### config.mk
export PLATFORM = sky130hd
export DESIGN_NAME = phy_rx_deser
export DESIGN_NICKNAME = d
export VERILOG_FILES = /design/src/rtl/phy_rx_deser.sv
export SDC_FILE = /design/constraint.sdc
export NUM_CORES = 1
export LEC_CHECK = 0
export ABC_CLOCK_PERIOD_IN_PS = 6400
export BUFFER_PORTS_ARGS = -buffer_cell sky130_fd_sc_hd__buf_2
export CELL_PAD_IN_SITES_DETAIL_PLACEMENT = 0
export CELL_PAD_IN_SITES_GLOBAL_PLACEMENT = 1
export CORE_MARGIN = 3
export CORE_UTILIZATION = 45
export CTS_CLUSTER_SIZE = 10
export DETAILED_ROUTE_END_ITERATION = 6
export GPL_TIMING_DRIVEN = 0
export PLACE_DENSITY_LB_ADDON = 0.05
export SYNTH_ARGS = -nofsm -noshare
export SYNTH_HDL_FRONTEND = slang
export SYNTH_SLANG_ARGS = --single-unit
### constraint.sdc
create_clock -name clk32f -period 6.4 [get_ports clk32f]
set_input_delay 1.28 -clock clk32f [delete_from_list [all_inputs] [get_ports clk32f]]
set_output_delay 1.28 -clock clk32f [all_outputs]
set_load 0.05 [all_outputs]
### src/rtl/phy_rx_deser.sv
// +--------------------------------------------------------------------------+
// | phy_rx_deser : COM-aligned serial-to-byte deserializer with 4-lane demux |
// | rev 1.0                                                                  |
// +--------------------------------------------------------------------------+
`default_nettype none

module phy_rx_deser #(
  parameter logic [7:0] COM      = 8'hBC,
  parameter logic [7:0] IDLE     = 8'h7C,
  parameter int         COM_LOCK = 4
) (
  input  logic       clk32f,
  input  logic       reset,
  input  logic       in,
  output logic       active,
  output logic [7:0] out_byte,
  output logic       out_valid,
  output logic [7:0] out0,
  output logic [7:0] out1,
  output logic [7:0] out2,
  output logic [7:0] out3,
  output logic [3:0] valid_out,
  output logic       frame_valid,
  output logic       idle_det
);

  localparam logic [1:0] c_hunt    = 2'd0;
  localparam logic [1:0] c_locking = 2'd1;
  localparam logic [1:0] c_active  = 2'd2;
  localparam logic [3:0] c_lock    = 4'(COM_LOCK);

  logic [1:0] r_state;
  logic [7:0] r_sr;
  logic [2:0] r_bit_cnt;
  logic [3:0] r_com_cnt;
  logic [1:0] r_lane_ptr;
  logic [7:0] r_lane [4];
  logic       r_active;
  logic [7:0] r_out_byte;
  logic       r_out_valid;
  logic [3:0] r_valid_out;
  logic       r_frame_valid;
  logic       r_idle_det;

  logic [7:0] w_nb;
  logic       w_byte_done;
  logic       w_is_com;
  logic       w_is_idle;
  logic [3:0] w_com_inc;

  // The byte under test includes the bit being sampled on this very edge.
  assign w_nb        = {r_sr[6:0], in};
  assign w_byte_done = (r_bit_cnt == 3'd7);
  assign w_is_com    = (w_nb == COM);
  assign w_is_idle   = (w_nb == IDLE);
  assign w_com_inc   = (r_com_cnt == 4'hF) ? 4'hF : r_com_cnt + 4'd1;

  always_ff @(posedge clk32f or posedge reset) begin
    if (reset) begin
      r_state       <= c_hunt;
      r_sr          <= '0;
      r_bit_cnt     <= '0;
      r_com_cnt     <= '0;
      r_lane_ptr    <= '0;
      r_lane        <= '{default: '0};
      r_active      <= 1'b0;
      r_out_byte    <= '0;
      r_out_valid   <= 1'b0;
      r_valid_out   <= '0;
      r_frame_valid <= 1'b0;
      r_idle_det    <= 1'b0;
    end else begin
      r_sr          <= w_nb;
      r_bit_cnt     <= r_bit_cnt + 3'd1;
      r_out_valid   <= 1'b0;
      r_frame_valid <= 1'b0;
      r_idle_det    <= 1'b0;

      case (r_state)
        c_hunt: begin
          if (w_is_com) begin
            r_bit_cnt <= 3'd0;
            r_com_cnt <= 4'd1;
            if (c_lock <= 4'd1) begin
              r_state  <= c_active;
              r_active <= 1'b1;
            end else begin
              r_state <= c_locking;
            end
          end
        end

        c_locking: begin
          if (w_byte_done) begin
            if (w_is_com) begin
              r_com_cnt <= w_com_inc;
              if (w_com_inc >= c_lock) begin
                r_state  <= c_active;
                r_active <= 1'b1;
              end
            end else begin
              r_com_cnt <= 4'd0;
              r_state   <= c_hunt;
            end
          end
        end

        c_active: begin
          if (w_byte_done) begin
            if (w_is_com) begin
              r_lane_ptr  <= 2'd0;
              r_valid_out <= 4'd0;
            end else if (w_is_idle) begin
              r_idle_det <= 1'b1;
            end else begin
              r_out_byte          <= w_nb;
              r_out_valid         <= 1'b1;
              r_lane[r_lane_ptr]  <= w_nb;
              r_lane_ptr          <= r_lane_ptr + 2'd1;
              // Lane 0 opens a new frame, so stale lanes 1..3 are no longer valid.
              if (r_lane_ptr == 2'd0) begin
                r_valid_out <= 4'b0001;
              end else begin
                r_valid_out[r_lane_ptr] <= 1'b1;
              end
              if (r_lane_ptr == 2'd3) begin
                r_frame_valid <= 1'b1;
              end
            end
          end
        end

        default: r_state <= c_hunt;
      endcase
    end
  end

  assign active      = r_active;
  assign out_byte    = r_out_byte;
  assign out_valid   = r_out_valid;
  assign out0        = r_lane[0];
  assign out1        = r_lane[1];
  assign out2        = r_lane[2];
  assign out3        = r_lane[3];
  assign valid_out   = r_valid_out;
  assign frame_valid = r_frame_valid;
  assign idle_det    = r_idle_det;

endmodule

`default_nettype wire

# Word level (Yosys, flattened, before mapping)
# Cells that the tools add are included.
# Widths: inputs -> output; s select.
[totals] regBits=66 in_bits=3 out_inout_bits=48 word_cells=84
[op_classes] n_addsub=3 n_lt_le_gt_ge=5 eq_ne=11 n_mux=35 bitwise=5 n_reduce_logical=10
[op_table] cell="$bwmux 32" count=1
[op_table] cell="$mux 4" count=7
[op_table] cell="$demux 8 s2" count=1
[op_table] cell="$mux 1" count=14
[op_table] cell="$mux 2" count=6
[op_table] cell="$reduce_and 4->1" count=3
[op_table] cell="$eq 8x7->1 const B" count=1
[op_table] cell="$eq 8x8->1 const B" count=1
[op_table] cell="$mux 8" count=1
[op_table] cell="$pmux 4 s2" count=1
[op_table] cell="$mux 3" count=2
[op_table] cell="$ne 2x2->1 const B" count=3
[op_table] cell="$pmux 2 s3" count=1
[op_table] cell="$reduce_and 3->1" count=2
[op_table] cell="$add 4x1->4 const B" count=1
[op_table] cell="$eq 2x2->1 const B" count=2
[op_table] cell="$eq 4x4->1 const B" count=1
[op_table] cell="$ge 4x3->1 const B" count=1
[op_table] cell="$logic_not 2->1" count=2
[op_table] cell="$or 4x4->4" count=1
[op_table] cell="$add 3x1->3 const B" count=1
[op_table] cell="$eq 3x3->1 const B" count=1
[op_table] cell="$ge 3x3->1 const B" count=1
[op_table] cell="$lt 2x3->1 const B" count=1
[op_table] cell="other kinds (10)" count=13

# Depth between registers and ports, before layout
[logic_depth] depth_word=8 ltp_mapped=7

# Least setup slack after synthesis
# Ideal clock, no wire load.
[synth_path] kind="input to register" from="input in" to="register r_out_byte[0], in the netlist out_byte[0]" setup_ns=0.125 t_arrival_ns=2.340 required_time_ns=6.275 slack_ns=3.936 cell_stages=4 n_path_buf=1 path_cell_list="and4bb_2 > a31oi_4 > buf_4 > mux2_2"
[synth_via] elab_chain_cells=3 elab_cells_between_ends=5 cone_classes="eq/ne (2); bitwise (2); reduce/logical (1)"
[synth_rtl] item="start: declaration" line="14" text="input logic in,"
[synth_rtl] item="$eq 8x7->1 or $eq 8x8->1 (tied branches)" line="55, 54"
[synth_rtl] item="$not 1->1 (no line)"
[synth_rtl] item="$reduce_and 4->1 (no line)"
[synth_rtl] item="end signal: assignment" line="116" text="r_out_byte <= w_nb;"
[synth_rtl] item="end: declaration" line="39" text="logic [7:0] r_out_byte;"
# Several ways; a longest one is shown, not always the timed one.
# A chain may end at the register's enable or synchronous reset.

# Worst setup path after layout
[layout_path] from="input in" to="register r_out_byte[2], in the netlist out_byte[2]"
[layout_via] elab_chain_cells=3 elab_cells_between_ends=5 cone_classes="eq/ne (2); bitwise (2); reduce/logical (1)"
[layout_rtl] item="$eq 8x7->1 or $eq 8x8->1 (tied branches)" line="55, 54"
[layout_rtl] item="$not 1->1 (no line)"
[layout_rtl] item="$reduce_and 4->1 (no line) *"
# Every way passes the cells marked *; elsewhere a longest branch is shown, timed or not.

==> summary.txt <==
Floorplanning
  • Io pins: slightly above 50
  • Vert. Die Dim: 83.07 um
  • Die area: roughly 0.0069 mm2
  • Core Box Area: 0.005642 mm2
  • Row count: 27
  • DIE WIDTH: roughly 83 um
  • Initial Utilization: 0.4737

Critical path
  • CP max FO: 10
  • Worst-path cell chain: buf_2, and4bb_2, a31oi_4, buf_4, mux2_2
  • Largest stage delay on the critical path: 350 ps
  • Slowest cell on crit path: a31oi_4
  • CP endpoint kind: flip-flop
  • CP bufs+invs: 2
  • Critical Path Source Type: input pin
  • CP delay by family, top: buffers and inverters
  • CP arrival: approximately 2700 ps
  • CP Class: in2reg
  • Data required time of the critical path: between 6000 and 7000 ps

Power and ir drop
  • Total power: between 0.9 and 1 mW
  • Pleak: between 1.5 and 2 nW
  • Power per Cell Area: 301.1 mW/mm2
  • Maximum vdd drop: about 0.17 mV

STA
  • Slew Limit Headroom: 0.6447
  • Fin Setup TNS: 0 ps
  • Final setup viols: 0
  • F_max: ~400 MHz
  • Slew Limit Fails: 0
  • Post-layout min period: about 2500 ps
  • Slew of the pin with the lowest slew margin: 532.1 ps
  • RSZ-0062 raised after global routing: false
  • Final hold slack: between 300 and 400 ps
  • Clk_skew: around 8.6 ps
  • Fin crit share: 0.3867
  • Hold Vio Cnt, Final: 0

Global route
  • Total track usage: 0.1703
  • Initial antenna violation count: 0
  • First-pass GRT wire length: 9197 um
  • Largest net degree at the start of global routing: 44
  • Grt ovf: 0
  • Vias in the first global route: approximately 1.9k

Synth
  • Sequential area share after synthesis: 0.6180
  • Synthesized instance count: ~190
  • Count leader, synth: dfrtp_1
  • Count of cell types in the netlist: 40
  • Synth Register Bits: 66
  • Top post-synthesis cells by area: dfrtp_1, mux2_2, ha_1, inv_1, nor2_1
  • Primary FF master, synth: dfrtp_1
  • Syn nets: a little under 200
  • Top cell type's share of synthesized area: 0.6180
  • Syn avg cell area: around 14 um2
  • Synth async-reset ratio: 1.000
  • Warnings from Yosys: 0
  • Most frequent cells after synthesis: dfrtp_1, mux2_2, inv_1
  • Mapped cell area: about 0.0027 mm2
  • Synth area leader: dfrtp_1
  • EDFF count, synth: 0

Place
  • Placed cell areas: 0.003033 mm2
  • Post-DP HPWL: a little under 4000 um
  • Final Wtd Congestion: approximately 0.74
  • I/O Buffers: 50

Drt
  • Via count: approximately 1.7k
  • First-iteration detailed-routing DRC count: 73
  • Average wire per standard cell: 16.73 um
  • Drt pass-1 iters: 4
  • Average vias per placed instance: 5.265
  • Final wirelength: 5488 um
  • Detailed-route DRC error count: 0
  • Antenna Nets Post-Route: 0

CTS
  • Max Root-Sink Buffers: 2
  • Post-CTS setup buffer count: 0
  • Clk Latency, worst-skew pair: roughly 340 ps
  • Num CTS Buffers: 9
  • Hold-fix buffer count after cts: 0
  • H-tree level count: 3
  • CTS resizes: 0
  • Clk sinks: 66
  • CTS tree: built
  • CTS root buf: clkbuf_8
  • Clock-pin slew on the worst setup and hold paths: approximately 80 ps

Finish
  • Fin area: roughly 0.0032 mm2
  • Area growth from synthesis to layout: 21.02%
  • Final core utilization: 0.5733
  • Post-layout nets: about 260
  • Filler cells: 463
  • ANT cells: 0
  • Share of layout cells above drive strength 1: 0.4570

Run status
  • Outcome: finished, final reports clean

Worst hold path
  • Hold/Removal Path Class: reg2reg

Job
  • Max_cap viols: 0
-- cells by family (layout without fill, tap and decap cells) --
logic type / after synthesis / in the layout / synth area share
DFF: 66 / 66 / 0.6180
xor gates and xnor gates: 1 / 1 / 0.003278
and+or+nand+nor: 36 / 36 / 0.07491
muxes: 39 / 39 / 0.1643
buffers and inverters: 15 / 82 / 0.02762
adders and majority gates: 7 / 7 / 0.03277
AOI/OAI and AO/OA: 25 / 25 / 0.07912
-- routing by layer --
layer / routed length (um) / global-route usage
met4: 82 / 0.06538
met1: 2363 / 0.2137
met2: 2649 / 0.2638
met5: 0 / 0
met3: 392 / 0.06944
-- through the flow --
step | instances | setup WS, ps
floorplan | 189 | 3465
global placement | 311 | 2879
detailed placement | 312 | 3560
CTS | 328 | 3917
global route | 328 | 3847
finish | 328 | 3925
-- state kept, by name (all words and copies together) (netlist names), 3 cells and up --
| name | cells |
|---|---|
| out0 | 8 |
| out1 | 8 |
| out2 | 8 |
| out3 | 8 |
| out_byte | 8 |
| r_bit_cnt | 3 |
| r_com_cnt | 4 |
| r_sr | 7 |
| valid_out | 4 |
-- cells in the final DEF (no fill, tap or decap), types with 3 or more instances in the layout --
cell / count
nor2_1: 10
nand2_2: 3
mux2_2: 37
ha_1: 7
o22a_1: 3
nand2_1: 5
inv_1: 10
o21ai_0: 3
clkbuf_8: 10
buf_2: 50
dfrtp_1: 66
and2_1: 3
-- power breakdown --
part,leakage [nW],switching [mW],total (mW),internal (mW)
Combinational,0.610,0.121,0.160,0.0390
Clock,0.100,0.168,0.351,0.183
Sequential,0.790,0.0182,0.463,0.445
-- worst paths after layout --
kind | start | to | slack [ps] | depth (start not counted)
setup / recovery | in | out_byte[2]$_DFFE_PP0P_ | 3920 | 5
hold / removal | r_sr[5]$_DFF_PP0_ | r_sr[6]$_DFF_PP0_ | 370 | 0
setup reg to reg | r_bit_cnt[0]$_DFF_PP0_ | out_byte[2]$_DFFE_PP0P_ | 4330 | 6
hold reg to reg | r_sr[5]$_DFF_PP0_ | r_sr[6]$_DFF_PP0_ | 370 | 0
max in group asynchronous | reset | r_com_cnt[2]$_DFFE_PP0P_ | 4820 | 3
min in group asynchronous | reset | out_byte[7]$_DFFE_PP0P_ | 970 | 2
-- final cells by class --
type / instances / area [um2] / area share
Multi-Input combinational cell: 108 / 947.2 / 0.2928
Inverter: 11 / 41.29 / 0.01277
Buffer: 4 / 32.53 / 0.01006
Clock inverter: 7 / 77.57 / 0.02398
Tap cell: 72 / 90.09 / 0.02785
Timing Repair Buffer: 51 / 270.3 / 0.08356
Sequential cell: 66 / 1652 / 0.5106
Clock buffer: 9 / 123.9 / 0.03830
(Power assumes the default switching activity.)
